## src/rtl/keccak_sponge_ctrl_if.sv

```systemverilog
// Handshake bundle between the sponge sequencer, its requester, the padder,
// the Keccak-f[1600] core and the squeeze consumer.
interface keccak_sponge_ctrl_if #(
    parameter int SQ_W = 8
);
    logic            start;
    logic [1:0]      mode;
    logic [SQ_W-1:0] out_blocks;
    logic            busy;
    logic            done;

    logic [63:0]     s_data;
    logic            s_valid;
    logic            s_last;
    logic [1:0]      s_bytes;
    logic            s_ready;

    logic [63:0]     pad_in;
    logic            pad_in_ready;
    logic            pad_is_last;
    logic [1:0]      pad_byte_num;
    logic [1:0]      pad_mode;
    logic            pad_reset;
    logic            pad_buffer_full;
    logic            pad_f_ack;

    logic            perm_start;
    logic            perm_absorb;
    logic            perm_done;

    logic            sq_valid;
    logic            sq_last;
    logic            sq_ack;

    modport master (
        input  start, mode, out_blocks, s_data, s_valid, s_last, s_bytes,
               pad_buffer_full, perm_done, sq_ack,
        output busy, done, s_ready, pad_in, pad_in_ready, pad_is_last,
               pad_byte_num, pad_mode, pad_reset, pad_f_ack,
               perm_start, perm_absorb, sq_valid, sq_last
    );

    modport slave (
        output start, mode, out_blocks, s_data, s_valid, s_last, s_bytes,
               pad_buffer_full, perm_done, sq_ack,
        input  busy, done, s_ready, pad_in, pad_in_ready, pad_is_last,
               pad_byte_num, pad_mode, pad_reset, pad_f_ack,
               perm_start, perm_absorb, sq_valid, sq_last
    );
endinterface

```

## src/rtl/keccak_sponge_ctrl.sv

```systemverilog
// Sequences one SHAKE128/256 call: absorb words into the padder, permute per full block, squeeze N blocks.
// Word path is combinational (zero latency); s_ready drops while the padder block is full or after the last word.
module keccak_sponge_ctrl #(
    parameter int SQ_W = 8
) (
    input logic                  clk,
    input logic                  reset,
    keccak_sponge_ctrl_if.master bus
);
    typedef enum logic [2:0] {IDLE, ABSORB, PERM_A, SQUEEZE, PERM_S, DONE} state_e;

    state_e          state_q, state_d;
    logic [1:0]      mode_q, mode_d;
    logic [SQ_W-1:0] blk_left_q, blk_left_d;
    logic            last_seen_q, last_seen_d;
    logic            s_ready_c;
    logic            accept_c;

    always_ff @(posedge clk) begin
        if (!reset) begin
            state_q     <= IDLE;
            mode_q      <= 2'b00;
            blk_left_q  <= '0;
            last_seen_q <= 1'b0;
        end else begin
            state_q     <= state_d;
            mode_q      <= mode_d;
            blk_left_q  <= blk_left_d;
            last_seen_q <= last_seen_d;
        end
    end

    always_comb begin
        state_d         = state_q;
        mode_d          = mode_q;
        blk_left_d      = blk_left_q;
        last_seen_d     = last_seen_q;
        s_ready_c       = 1'b0;
        bus.busy        = 1'b0;
        bus.done        = 1'b0;
        bus.pad_f_ack   = 1'b0;
        bus.perm_start  = 1'b0;
        bus.perm_absorb = 1'b0;
        bus.sq_valid    = 1'b0;
        bus.sq_last     = 1'b0;
        if (reset) begin
            case (state_q)
                IDLE: begin
                    if (bus.start) begin
                        mode_d      = (bus.mode == 2'b00) ? 2'b00 : 2'b10;
                        blk_left_d  = (bus.out_blocks == '0) ? SQ_W'(1) : bus.out_blocks;
                        last_seen_d = 1'b0;
                        state_d     = ABSORB;
                    end
                end
                ABSORB: begin
                    bus.busy  = 1'b1;
                    s_ready_c = ~bus.pad_buffer_full & ~last_seen_q;
                    if (bus.s_valid && s_ready_c && bus.s_last) begin
                        last_seen_d = 1'b1;
                    end
                    // Block hand-off and permutation launch happen in the same cycle.
                    if (bus.pad_buffer_full) begin
                        bus.pad_f_ack   = 1'b1;
                        bus.perm_start  = 1'b1;
                        bus.perm_absorb = 1'b1;
                        state_d         = PERM_A;
                    end
                end
                PERM_A: begin
                    bus.busy = 1'b1;
                    if (bus.perm_done) begin
                        state_d = last_seen_q ? SQUEEZE : ABSORB;
                    end
                end
                SQUEEZE: begin
                    bus.busy     = 1'b1;
                    bus.sq_valid = 1'b1;
                    bus.sq_last  = (blk_left_q == SQ_W'(1));
                    if (bus.sq_ack) begin
                        if (blk_left_q == SQ_W'(1)) begin
                            state_d = DONE;
                        end else begin
                            blk_left_d     = blk_left_q - SQ_W'(1);
                            bus.perm_start = 1'b1;
                            state_d        = PERM_S;
                        end
                    end
                end
                PERM_S: begin
                    bus.busy = 1'b1;
                    if (bus.perm_done) begin
                        state_d = SQUEEZE;
                    end
                end
                DONE: begin
                    bus.done = 1'b1;
                    state_d  = IDLE;
                end
                default: state_d = IDLE;
            endcase
        end
    end

    assign accept_c         = bus.s_valid & s_ready_c;
    assign bus.s_ready      = s_ready_c;
    assign bus.pad_in       = reset ? bus.s_data : 64'd0;
    assign bus.pad_in_ready = accept_c;
    assign bus.pad_is_last  = accept_c & bus.s_last;
    assign bus.pad_byte_num = reset ? bus.s_bytes : 2'b00;
    assign bus.pad_mode     = reset ? mode_q : 2'b00;
    assign bus.pad_reset    = ~reset | (state_q == DONE);
endmodule
```

## src/flat_wrapper.sv

```systemverilog
// flat-port wrapper written by rule: the top's interface ports become plain ports
module keccak_sponge_ctrl_flat 
#(
    parameter int SQ_W = 8
)
  (clk, reset, bus_start, bus_mode, bus_out_blocks, bus_s_data, bus_s_valid, bus_s_last, bus_s_bytes, bus_pad_buffer_full, bus_perm_done, bus_sq_ack, bus_busy, bus_done, bus_s_ready, bus_pad_in, bus_pad_in_ready, bus_pad_is_last, bus_pad_byte_num, bus_pad_mode, bus_pad_reset, bus_pad_f_ack, bus_perm_start, bus_perm_absorb, bus_sq_valid, bus_sq_last);
  keccak_sponge_ctrl_if #(.SQ_W(SQ_W)) bus_i ();
  input logic clk;
  input logic reset;
  input wire logic [$bits(bus_i.start)-1:0] bus_start;
  input wire logic [$bits(bus_i.mode)-1:0] bus_mode;
  input wire logic [$bits(bus_i.out_blocks)-1:0] bus_out_blocks;
  input wire logic [$bits(bus_i.s_data)-1:0] bus_s_data;
  input wire logic [$bits(bus_i.s_valid)-1:0] bus_s_valid;
  input wire logic [$bits(bus_i.s_last)-1:0] bus_s_last;
  input wire logic [$bits(bus_i.s_bytes)-1:0] bus_s_bytes;
  input wire logic [$bits(bus_i.pad_buffer_full)-1:0] bus_pad_buffer_full;
  input wire logic [$bits(bus_i.perm_done)-1:0] bus_perm_done;
  input wire logic [$bits(bus_i.sq_ack)-1:0] bus_sq_ack;
  output wire logic [$bits(bus_i.busy)-1:0] bus_busy;
  output wire logic [$bits(bus_i.done)-1:0] bus_done;
  output wire logic [$bits(bus_i.s_ready)-1:0] bus_s_ready;
  output wire logic [$bits(bus_i.pad_in)-1:0] bus_pad_in;
  output wire logic [$bits(bus_i.pad_in_ready)-1:0] bus_pad_in_ready;
  output wire logic [$bits(bus_i.pad_is_last)-1:0] bus_pad_is_last;
  output wire logic [$bits(bus_i.pad_byte_num)-1:0] bus_pad_byte_num;
  output wire logic [$bits(bus_i.pad_mode)-1:0] bus_pad_mode;
  output wire logic [$bits(bus_i.pad_reset)-1:0] bus_pad_reset;
  output wire logic [$bits(bus_i.pad_f_ack)-1:0] bus_pad_f_ack;
  output wire logic [$bits(bus_i.perm_start)-1:0] bus_perm_start;
  output wire logic [$bits(bus_i.perm_absorb)-1:0] bus_perm_absorb;
  output wire logic [$bits(bus_i.sq_valid)-1:0] bus_sq_valid;
  output wire logic [$bits(bus_i.sq_last)-1:0] bus_sq_last;
  assign bus_i.start = bus_start;
  assign bus_i.mode = bus_mode;
  assign bus_i.out_blocks = bus_out_blocks;
  assign bus_i.s_data = bus_s_data;
  assign bus_i.s_valid = bus_s_valid;
  assign bus_i.s_last = bus_s_last;
  assign bus_i.s_bytes = bus_s_bytes;
  assign bus_i.pad_buffer_full = bus_pad_buffer_full;
  assign bus_i.perm_done = bus_perm_done;
  assign bus_i.sq_ack = bus_sq_ack;
  assign bus_busy = bus_i.busy;
  assign bus_done = bus_i.done;
  assign bus_s_ready = bus_i.s_ready;
  assign bus_pad_in = bus_i.pad_in;
  assign bus_pad_in_ready = bus_i.pad_in_ready;
  assign bus_pad_is_last = bus_i.pad_is_last;
  assign bus_pad_byte_num = bus_i.pad_byte_num;
  assign bus_pad_mode = bus_i.pad_mode;
  assign bus_pad_reset = bus_i.pad_reset;
  assign bus_pad_f_ack = bus_i.pad_f_ack;
  assign bus_perm_start = bus_i.perm_start;
  assign bus_perm_absorb = bus_i.perm_absorb;
  assign bus_sq_valid = bus_i.sq_valid;
  assign bus_sq_last = bus_i.sq_last;
  keccak_sponge_ctrl #(.SQ_W(SQ_W)) u_core (.clk(clk), .reset(reset), .bus(bus_i));
endmodule
```

## config.mk

```make
export PLATFORM = sky130hd
export DESIGN_NAME = keccak_sponge_ctrl_flat
export DESIGN_NICKNAME = d
export VERILOG_FILES = /design/src/rtl/keccak_sponge_ctrl_if.sv /design/src/rtl/keccak_sponge_ctrl.sv /design/src/flat_wrapper.sv
export SDC_FILE = /design/constraint.sdc
export NUM_CORES = 1
export LEC_CHECK = 0
export ABC_AREA = 1
export BUFFER_PORTS_ARGS = -buffer_cell sky130_fd_sc_hd__buf_4
export CELL_PAD_IN_SITES_DETAIL_PLACEMENT = 1
export CELL_PAD_IN_SITES_GLOBAL_PLACEMENT = 1
export CORE_AREA = 5 5 93 95
export CTS_CLUSTER_DIAMETER = 30
export DETAILED_ROUTE_END_ITERATION = 10
export DIE_AREA = 0 0 98 100
export GPL_ROUTABILITY_DRIVEN = 0
export PLACE_DENSITY_LB_ADDON = 0.05
export SKIP_CTS_REPAIR_TIMING = 1
export SYNTH_ARGS = -nofsm -noshare
export SYNTH_HDL_FRONTEND = slang
export SYNTH_SLANG_ARGS = --single-unit
export TNS_END_PERCENT = 100
```

## constraint.sdc

```tcl
create_clock -name clk -period 4.11 [get_ports clk]
set_clock_uncertainty 0.1 [all_clocks]
set_input_delay 0.2055 -clock clk [delete_from_list [all_inputs] [get_ports clk]]
set_output_delay 0.2055 -clock clk [all_outputs]
set_load 0.05 [all_outputs]
```

==> results of run 1 <==
-- layout by cell type (no fill, tap or decap), drive strengths merged --
cell,instances
a21oi,10
a22oi,1
buf,161
clkbuf,3
clkinv,1
conb,1
dfxtp,13
ha,2
inv,90
nand2,120
nand3,13
nand3b,1
nand4,4
nor2,31
nor3,3
o211ai,1
o21ai,12
or2,2
-- layer usage --
metal / track usage [%] / vias up / share of wire, %
li1: - / 1205 / -
met2: 26.6 / 69 / 54
met4: 1.60 / 0 / 0.45
met3: 4.59 / 4 / 6.9
met5: 0 / - / 0
met1: 15.3 / 1062 / 39
-- layout make-up --
type / count / area share, %
flip-flops and latches: 13 / 9.07
repair buffers: 161 / 42.1
inverters: 90 / 11.8
multi-input cells: 201 / 31.0
clock inverters: 1 / 0.174
clock buffers: 3 / 1.44
well taps: 102 / 4.45
-- worst max-delay path, cell delays in order --
cell and delay, ps:
buf_4 540, inv_1 390, nor2_1 230, inv_1 70
nor2_1 100, buf_4 200
-- cell families (layout without fill, tap and decap cells) --
logic type	Yosys count	in the layout	share of synthesized area, %
DFF	13	13	16.7
adders and majority gates	2	2	1.61
other	1	1	0.241
AOI/OAI and AO/OA	24	24	9.26
buffers and inverters	103	255	26.0
and+or+nand+nor	174	174	46.1
-- final timing paths --
check        depth (start not counted)                                 to  slack [ps]
min                                  3      u_core.mode_q[1]$_SDFFE_PN0P_         160
min reg2reg                          2      u_core.mode_q[1]$_SDFFE_PN0P_         380
max                                  6                        bus_sq_last        2020
max reg2reg                          7  u_core.blk_left_q[5]$_SDFFE_PN0P_        2270
-- through the flow --
| step | utilization [%] | cell area, sq um |
|---|---|---|
| 3_5_place_dp | 36.9 | 2820 |
| 2_1_floorplan | - | 1550 |
| 3_3_place_gp | 36.9 | 2820 |
| 5_1_grt | 37.5 | 2870 |
| 6_report | 37.5 | 2870 |
| 4_1_cts | 37.5 | 2870 |
-- state kept, by name, indices dropped and copies added, names as in the netlist --
register	cells
u_core.state_q	3
u_core.mode_q	1
u_core.last_seen_q	1
u_core.blk_left_q	8
-- power by group through the flow --
stage                     clock network [W]  registers [W]  logic (W)
after floorplan                           0       0.000220   0.000594
after global placement                    0       0.000233   0.000827
after detailed placement                  0       0.000237   0.000841
after CTS                          0.000125       0.000234   0.000845
after global routing               0.000132       0.000244   0.000932
final                              0.000123       0.000234   0.000835
==> summary.md, run 1 <==
| Metric | Value |
|---|---|
| Die ar. | `9800 sq um` |
| GRT Overall Usage | `13.9%` |
| Layout cells sized above 1 | `38.4%` |
| Synth area leaders | `nand2_1 29%, inv_1 21%, dfxtp_1 17%` |
| Sink Count | `13` |
| Rows | `32` |
| Mapped cell area | `1550 sq um` |
| Worst Path Class, Setup | `in -> out` |
| Synth cell count leaders | `118 x nand2_1, 85 x inv_1, 29 x nor2_1` |
| Die width | `98 microns` |
| Pre-CTS setup slack | `1970 ps` |
| Logic pwr share | `70.1%` |
| Finish-stage setup viols | `0` |
| Max Slew Vio Count | `0` |
| Syn-to-layout area delta | `84.7%` |
| Syn. warnings | `0` |
| DR vias | `2340` |
| Area of the core | `7650 sq um` |
| Filler cells | `1080` |
| Peak VDD IR | `0.133 mV` |
| Antenna Cells | `0` |
| Top-count cell post-synth | `nand2_1` |
| Hold WS | `162 ps` |
| Post-DP HPWL | `6120 microns` |
| Sequential Power Share | `19.6%` |
| Fmax | `478 MHz` |
| Leak | `1.98 nW` |
| Port bufs | `161` |
| DRC viols | `0` |
| Congestion Overflow GR | `0` |
| Routed Antenna Nets | `0` |
| Slew at the pin closest to its max-slew limit | `720 ps` |
| Vias per cell | `4.10` |
| CTS H-tree depth | `1` |
| CTS tree | `done` |
| Worst min path class | `in -> reg` |
| CTS clk-pin slew, worst paths | `60 ps` |
| Switch Pwr | `0.000673 W` |
| Fin. Hold Viols | `0` |
| Cell Int Power | `0.000519 W` |
| Switch share | `56.5%` |
| Asr flop ratio synth | `0%` |
| Placed insts | `567` |
| Max cap viols | `0` |
| Initial DRC Count | `35` |
| Min-Delay Startpoint | `bus_mode[0]` |
| Post-synthesis sequential area ratio | `16.7%` |
| Finished Layout Cells | `571` |
| Distinct cells, synth | `27` |
| Post-Route WL | `7140 microns` |
| Global-route wire length before repair | `11400 microns` |
| Worst-Skew Late Latency | `250 ps` |
| Mapped Cells | `317` |
| Register cell area after layout | `260 sq um` |
| CP Capture Type | `output port` |
| Top FF cell, synth | `dfxtp_1` |
| Leading area contributor after synthesis | `nand2_1` |
| Tmin final | `2090 ps` |
| RSZ-0062 raised after global routing | `no` |
| Required time of the critical path | `3800 ps` |
| Period utilization | `50.9%` |
| Final worst slack | `2020 ps` |
| Mean Syn Cell Area | `4.90 sq um` |
| Pwr dens | `415 nW/um^2` |
| Slew margin rel. | `52.0%` |
| Critical path peak fanout | `76` |
| Nets | `556` |
| Die extent in y | `100 microns` |
| Post-synth EDFFs | `0` |
| Clk buf depth | `2` |
| Root buffer cell | `clkbuf_8` |
| Mapped Nets | `403` |
| Initial antenna violation count | `0` |
| WP data arrival | `1790 ps` |
| Multi-input logic area | `890 sq um` |
| Setup_tns | `0 ps` |
| Startpoint types | `primary input` |
| Initial cell density of the core | `20.3%` |
| Vias in the first global route | `2475` |
| Reg-to-reg startpoint | `u_core.state_q[1]$_SDFFE_PN0P_` |
| Tot Pwr | `0.00119 W` |
| Setup crit start | `reset` |
| Routed wire length per instance | `12.5 microns` |
| Drt first pass iters | `4` |
| Clock Power Share | `10.3%` |
| Pin count of the biggest net entering global routing | `77` |
| Cts bufs inserted | `3` |
| Yosys top cell area share | `28.5%` |
| Ports | `163` |
| Status | `finished clean` |
| FF+latch count, synth | `13` |
Note: power is estimated with default switching activity, not from simulation.
==> inputs of run 2 (changes only) <==
- CORE_AREA: 5 5 93 95 -> 5 5 99 101
- DIE_AREA: 0 0 98 100 -> 0 0 104 106
- clock period: 4.11 -> 1.8 ns (I/O delays scaled with it)
==> summary.md, run 2 (synthesis results as in run 1) <==
| Metric | Value |
|---|---|
| Status | `finished clean` |
| Layout cells sized above 1 | `41.4% (+3.0 points)` |
| Leak | `2.02 nW (+1.9%)` |
| Pwr dens | `941 nW/um^2 (+130%)` |
| Routed wire length per instance | `12.5 microns (-0.27%)` |
| Clock Power Share | `9.8% (-0.5 points)` |
| Area of the core | `8930 sq um (+17%)` |
| Slowest-stage cell, CP | `dfxtp_1` |
| Sequential Power Share | `19.7% (about the same)` |
| Biggest register | `u_core.blk_left_q` |
| Critical path peak fanout | `5 (-93%)` |
| Worst min path class | `in -> reg` |
| Post-Route WL | `7320 microns (+2.5%)` |
| Post-DP HPWL | `6480 microns (+5.9%)` |
| Cells along the critical path | `nor2_2 > nand2_1 > or2_4 > nand3_1 > a21oi_2 > buf_6` |
| Worst Path Buf+Inv | `1 (-3)` |
| Tot Pwr | `0.00280 W (+140%)` |
| Vias in the first global route | `2586 (+4.5%)` |
| Max cap viols | `0 (unchanged)` |
| Root buffer cell | `clkbuf_8` |
| CTS H-tree depth | `1 (unchanged)` |
| Finish-stage setup viols | `0 (unchanged)` |
| Ports | `163 (unchanged)` |
| Final worst slack | `109 ps (-1910 ps)` |
| Fin. Hold Viols | `0 (unchanged)` |
| Initial DRC Count | `33 (-5.7%)` |
| Logic pwr share | `70.5% (+0.4 points)` |
| Filler cells | `1199 (+11%)` |
| Die extent in y | `106 microns (+6.0%)` |
| Pre-CTS setup slack | `236 ps (-1730 ps)` |
| Peak VDD IR | `0.279 mV (+110%)` |
| Most common cell after layout, fill and taps aside | `buf_4` |
| Period utilization | `94.0%` |
| Drt first pass iters | `4 (unchanged)` |
| Register cell area after layout | `269 sq um (+3.4%)` |
| Cts bufs inserted | `3 (unchanged)` |
| WP data arrival | `1500 ps (-290 ps)` |
| Largest register FFs | `8 (unchanged)` |
| Initial antenna violation count | `0 (unchanged)` |
| Die width | `104 microns (+6.1%)` |
| Worst-Skew Late Latency | `250 ps (about the same)` |
| Congestion Overflow GR | `0 (unchanged)` |
| Rows | `35 (+9.4%)` |
| Cell Int Power | `0.00126 W (+140%)` |
| Max Slew Vio Count | `0 (unchanged)` |
| CP Capture Type | `output port` |
| Dpl cell area | `2910 sq um (+3.1%)` |
| RSZ-0062 raised after global routing | `no` |
| Syn-to-layout area delta | `91.9%` |
| Routed Antenna Nets | `0 (unchanged)` |
| Clk buf depth | `2 (unchanged)` |
| Commonest non-fill, non-tap cells in the layout | `165 x buf_4, 118 x nand2_1, 84 x inv_1` |
| Hold WS | `40.2 ps (-122 ps)` |
| Switch share | `55.0% (-1.4 points)` |
| Tmin final | `1690 ps` |
| Sink Count | `13 (unchanged)` |
| Die ar. | `11000 sq um (+12%)` |
| CP top delay family | `simple AND/OR/NAND/NOR gates` |
| Worst Path Class, Setup | `reg -> out` |
| Startpoint types | `flop` |
| Vias per cell | `3.99 (-2.6%)` |
| Antenna Cells | `0 (unchanged)` |
| CTS tree | `done` |
| Largest registers | `u_core.blk_left_q x8, u_core.state_q x3` |
| Multi-input logic area | `910 sq um (+2.3%)` |
| Global-route wire length before repair | `12300 microns (+7.6%)` |
| Final instance area | `2980 sq um (+3.9%)` |
| Nets | `563 (+1.3%)` |
| Pin count of the biggest net entering global routing | `38 (-51%)` |
| GRT Overall Usage | `13.2% (-0.68 points)` |
| Port bufs | `161 (unchanged)` |
| Required time of the critical path | `1610 ps (-2190 ps)` |
| Final core utilization | `33.4% (-4.2 points)` |
| DRC viols | `0 (unchanged)` |
| Switch Pwr | `0.00154 W (+130%)` |
| Largest stage delay, worst path | `360 ps (-180 ps)` |
| Initial cell density of the core | `17.4% (-2.9 points)` |
| CTS clk-pin slew, worst paths | `60 ps (about the same)` |
| Fmax | `591 MHz` |
| DR vias | `2344 (+0.17%)` |
-- run 2: changes by cell type in the layout (fill, tap and decap cells not counted), moves of 2 or more --
| cell | delta |
|---|---|
| nor2_1 | -3 |
| dfxtp_1 | -5 |
| buf_6 | +2 |
| buf_4 | +4 |
| dfxtp_2 | +4 |
| nor2_2 | +3 |
-- run 2: final cells by class --
type / instances / share of cell area (%)
clock buffer: 4 / 1.51
inverter: 90 / 11.3
multi-input combinational: 201 / 30.5
sequential: 13 / 9.02
tap: 111 / 4.66
timing repair buffer: 168 / 43.0
-- run 2: final timing paths --
check / from / end / slack [ps] / cells past startpoint
worst min register to register: u_core.mode_q[1]$_SDFFE_PN0P_ / u_core.mode_q[1]$_SDFFE_PN0P_ / 390 / 2
worst max register to register: u_core.state_q[0]$_SDFFE_PN0P_ / u_core.blk_left_q[2]$_SDFFE_PN0P_ / 290 / 9
worst min-delay path: bus_mode[0] / u_core.mode_q[1]$_SDFFE_PN0P_ / 40 / 3
worst max-delay path: u_core.blk_left_q[2]$_SDFFE_PN0P_ / bus_perm_start / 110 / 6
-- run 2: routing by layer --
layer / wire (microns) / vias up / global-route usage, %
met2: 4130 / 69 / 25.9
li1: - / 1217 / -
met5: 0 / - / 0
met3: 474 / 8 / 4.13
met1: 2620 / 1050 / 13.9
met4: 93 / 0 / 2.31
-- run 2: worst register-to-register path, stage by stage, from the launching register on --
cell and delay, ps:
dfxtp_2 350, inv_2 110, nand2_2 90, nor2_2 160, nand2_1 90, o21ai_2 110, inv_2 80, nand2_2 140
nand2_1 70, a21oi_1 150
-- run 2: per-stage QoR --
stage               cells  setup TNS (ps)
floorplan             317            -127
global placement      583               0
detailed placement    583               0
CTS                   587           -11.6
global route          587               0
finish                587               0
-- run 2: power by group through the flow --
stage | Sequential, W | Clock [W] | Combinational, W
6_report | 0.000552 | 0.000274 | 0.00198
2_1_floorplan | 0.000503 | 0 | 0.00136
5_1_grt | 0.000575 | 0.000302 | 0.00222
3_5_place_dp | 0.000537 | 0 | 0.00198
3_3_place_gp | 0.000536 | 0 | 0.00198
4_1_cts | 0.000532 | 0.000289 | 0.00199
==> inputs of run 3 (changes only) <==
- CELL_PAD_IN_SITES_DETAIL_PLACEMENT: 1 -> 0
- CELL_PAD_IN_SITES_GLOBAL_PLACEMENT: 1 -> 2
- CORE_AREA: 5 5 99 101 -> 5 5 120 122
- DIE_AREA: 0 0 104 106 -> 0 0 125 127
==> summary.md, run 3 (synthesis results as in run 1) <==
| Metric | Value |
|---|---|
| Port bufs | `161 (unchanged)` |
| Leak | `2.03 nW (+0.65%)` |
| CTS clk-pin slew, worst paths | `50 ps (about the same)` |
| Finished Layout Cells | `651 (+11%)` |
| Worst min path class | `in -> reg` |
| Multi-input logic area | `922 sq um (+1.4%)` |
| Congestion Overflow GR | `0 (unchanged)` |
| Tot Pwr | `0.00297 W (+5.8%)` |
| Final core utilization | `23.7% (-9.7 points)` |
| WP data arrival | `1500 ps (about the same)` |
| Routed Antenna Nets | `0 (unchanged)` |
| Antenna Cells | `0 (unchanged)` |
| CTS H-tree depth | `1 (unchanged)` |
| Cts bufs inserted | `3 (unchanged)` |
| Peak VDD IR | `0.318 mV (+14%)` |
| Commonest non-fill, non-tap cells in the layout | `164 x buf_4, 118 x nand2_1, 85 x inv_1` |
| Largest register FFs | `8 (unchanged)` |
| Initial DRC Count | `86 (+160%)` |
| Max Slew Vio Count | `0 (unchanged)` |
| Ports | `163 (unchanged)` |
| Sink Count | `13 (unchanged)` |
| FF-to-FF path depth | `8 (-1)` |
| Root buffer cell | `clkbuf_16` |
| Clk buf depth | `2 (unchanged)` |
| Drt first pass iters | `4 (unchanged)` |
| Die extent in y | `127 microns (+20%)` |
| CTS tree | `done` |
| Syn-to-layout area delta | `99.4%` |
| Fmax | `591 MHz (about the same)` |
| Initial cell density of the core | `11.9% (-5.5 points)` |
| Global-route wire length before repair | `11600 microns (-6.2%)` |
| Setup crit start | `u_core.blk_left_q[1]$_SDFFE_PN0P_` |
| Nets | `562 (-0.18%)` |
| Pwr dens | `958 nW/um^2 (+1.8%)` |
| Fin. Hold Viols | `0 (unchanged)` |
| Die ar. | `15900 sq um (+44%)` |
| DRC viols | `0 (unchanged)` |
| DR vias | `2311 (-1.4%)` |
| Startpoint types | `flop` |
| Status | `finished clean` |
| Placed insts | `646 (+11%)` |
| Critical path peak fanout | `3 (-2)` |
| Period utilization | `94.0% (about the same)` |
| Register cell area after layout | `265 sq um (-1.4%)` |
| RSZ-0062 raised after global routing | `no` |
| CP Capture Type | `output port` |
| Hold WS | `6.43 ps (-33.8 ps)` |
| Most common cell after layout, fill and taps aside | `buf_4` |
| Worst r2r dst | `u_core.state_q[0]$_SDFFE_PN0P_` |
| Tmin final | `1690 ps (+0.554 ps)` |
| Area of the core | `13100 sq um (+46%)` |
| CP Capture Point | `bus_perm_start` |
| Largest registers | `u_core.blk_left_q x8, u_core.state_q x3` |
| Worst-Skew Late Latency | `240 ps (about the same)` |
| Vias in the first global route | `2371 (-8.3%)` |
| Required time of the critical path | `1610 ps (about the same)` |
| Worst Path Class, Setup | `reg -> out` |
| Finish-stage setup viols | `0 (unchanged)` |
| Biggest register | `u_core.blk_left_q` |
| Initial antenna violation count | `0 (unchanged)` |
| GRT Overall Usage | `8.91% (-4.3 points)` |
| Layout cells sized above 1 | `41.3% (-0.12 points)` |
| Routed wire length per instance | `11.4 microns (-8.7%)` |
| Max cap viols | `0 (unchanged)` |
| Filler cells | `1522 (+27%)` |
| Post-DP HPWL | `6250 microns (-3.6%)` |
| Reg-to-reg startpoint | `u_core.blk_left_q[1]$_SDFFE_PN0P_` |
| Rows | `42 (+20%)` |
| Post-Route WL | `7410 microns (+1.2%)` |
| Die width | `125 microns (+20%)` |
| R2r setup slk | `300 ps (about the same)` |
| Pin count of the biggest net entering global routing | `74 (+95%)` |
| Vias per cell | `3.55 (-11%)` |
-- run 3: changes by cell type in the layout (fill, tap and decap cells not counted) --
| cell | previous run | this run |
|---|---|---|
| inv_1 | 84 | 85 |
| nor2_1 | 26 | 25 |
| nand3_2 | 2 | 3 |
| dfxtp_1 | 8 | 9 |
| nand3_1 | 11 | 10 |
| dfxtp_4 | 1 | 0 |
| clkbuf_16 | 0 | 3 |
| nor2_4 | 0 | 1 |
| inv_2 | 6 | 5 |
| buf_4 | 165 | 164 |
| clkbuf_8 | 3 | 0 |
-- run 3: layout make-up --
class,instances,share of cell area [%]
Inverter,90,10.9
Sequential cell,13,8.56
Multi-Input combinational cell,201,29.8
Tap cell,176,7.11
Clock buffer,4,2.54
Timing Repair Buffer,167,41.1
-- run 3: worst min path at each step --
stage / from / endpoint / slack, ps / cells past startpoint
after floorplan: bus_s_valid / u_core.last_seen_q$_SDFFE_PN0P_ / 150 / 2
after global placement: reset / u_core.blk_left_q[0]$_SDFFE_PN0P_ / 260 / 3
after detailed placement: reset / u_core.blk_left_q[0]$_SDFFE_PN0P_ / 270 / 3
after CTS: reset / u_core.blk_left_q[0]$_SDFFE_PN0P_ / 10 / 3
after global routing: reset / u_core.blk_left_q[0]$_SDFFE_PN0P_ / 40 / 3
final: reset / u_core.blk_left_q[0]$_SDFFE_PN0P_ / 6 / 3
-- run 3: metal layers --
metal | up-vias | track usage (%) | share of wire [%]
li1 | 1222 | - | -
met1 | 1013 | 8.82 | 34
met2 | 70 | 18.3 | 59
met3 | 6 | 2.63 | 6.6
met4 | 0 | 1.59 | 0.99
met5 | - | 0 | 0
-- run 3: critical path, cell delays in order (launching register included) --
cell     delay (ps)
dfxtp_1         340
inv_1            80
ha_1            190
nand3_2          90
or2_4           140
nand3_1         100
a21oi_2         140
buf_6           170
-- run 3: where the power goes --
part / switching [W] / internal, W / leakage, nW
registers: 0.000144 / 0.000408 / 0.109
clock network: 0.000134 / 0.000300 / 0.0382
logic: 0.00129 / 0.000689 / 1.88
total: 0.00157 / 0.00140 / 2.03
-- run 3: per-stage QoR --
step | setup TNS, ps | setup WS [ps] | instance area [sq um]
after global placement | 0 | 213 | 2980
after CTS | -67.1 | -48.5 | 3060
after floorplan | -127 | -127 | 1570
after detailed placement | 0 | 225 | 2980
final | 0 | 108 | 3100
after global routing | 0 | 14.0 | 3100
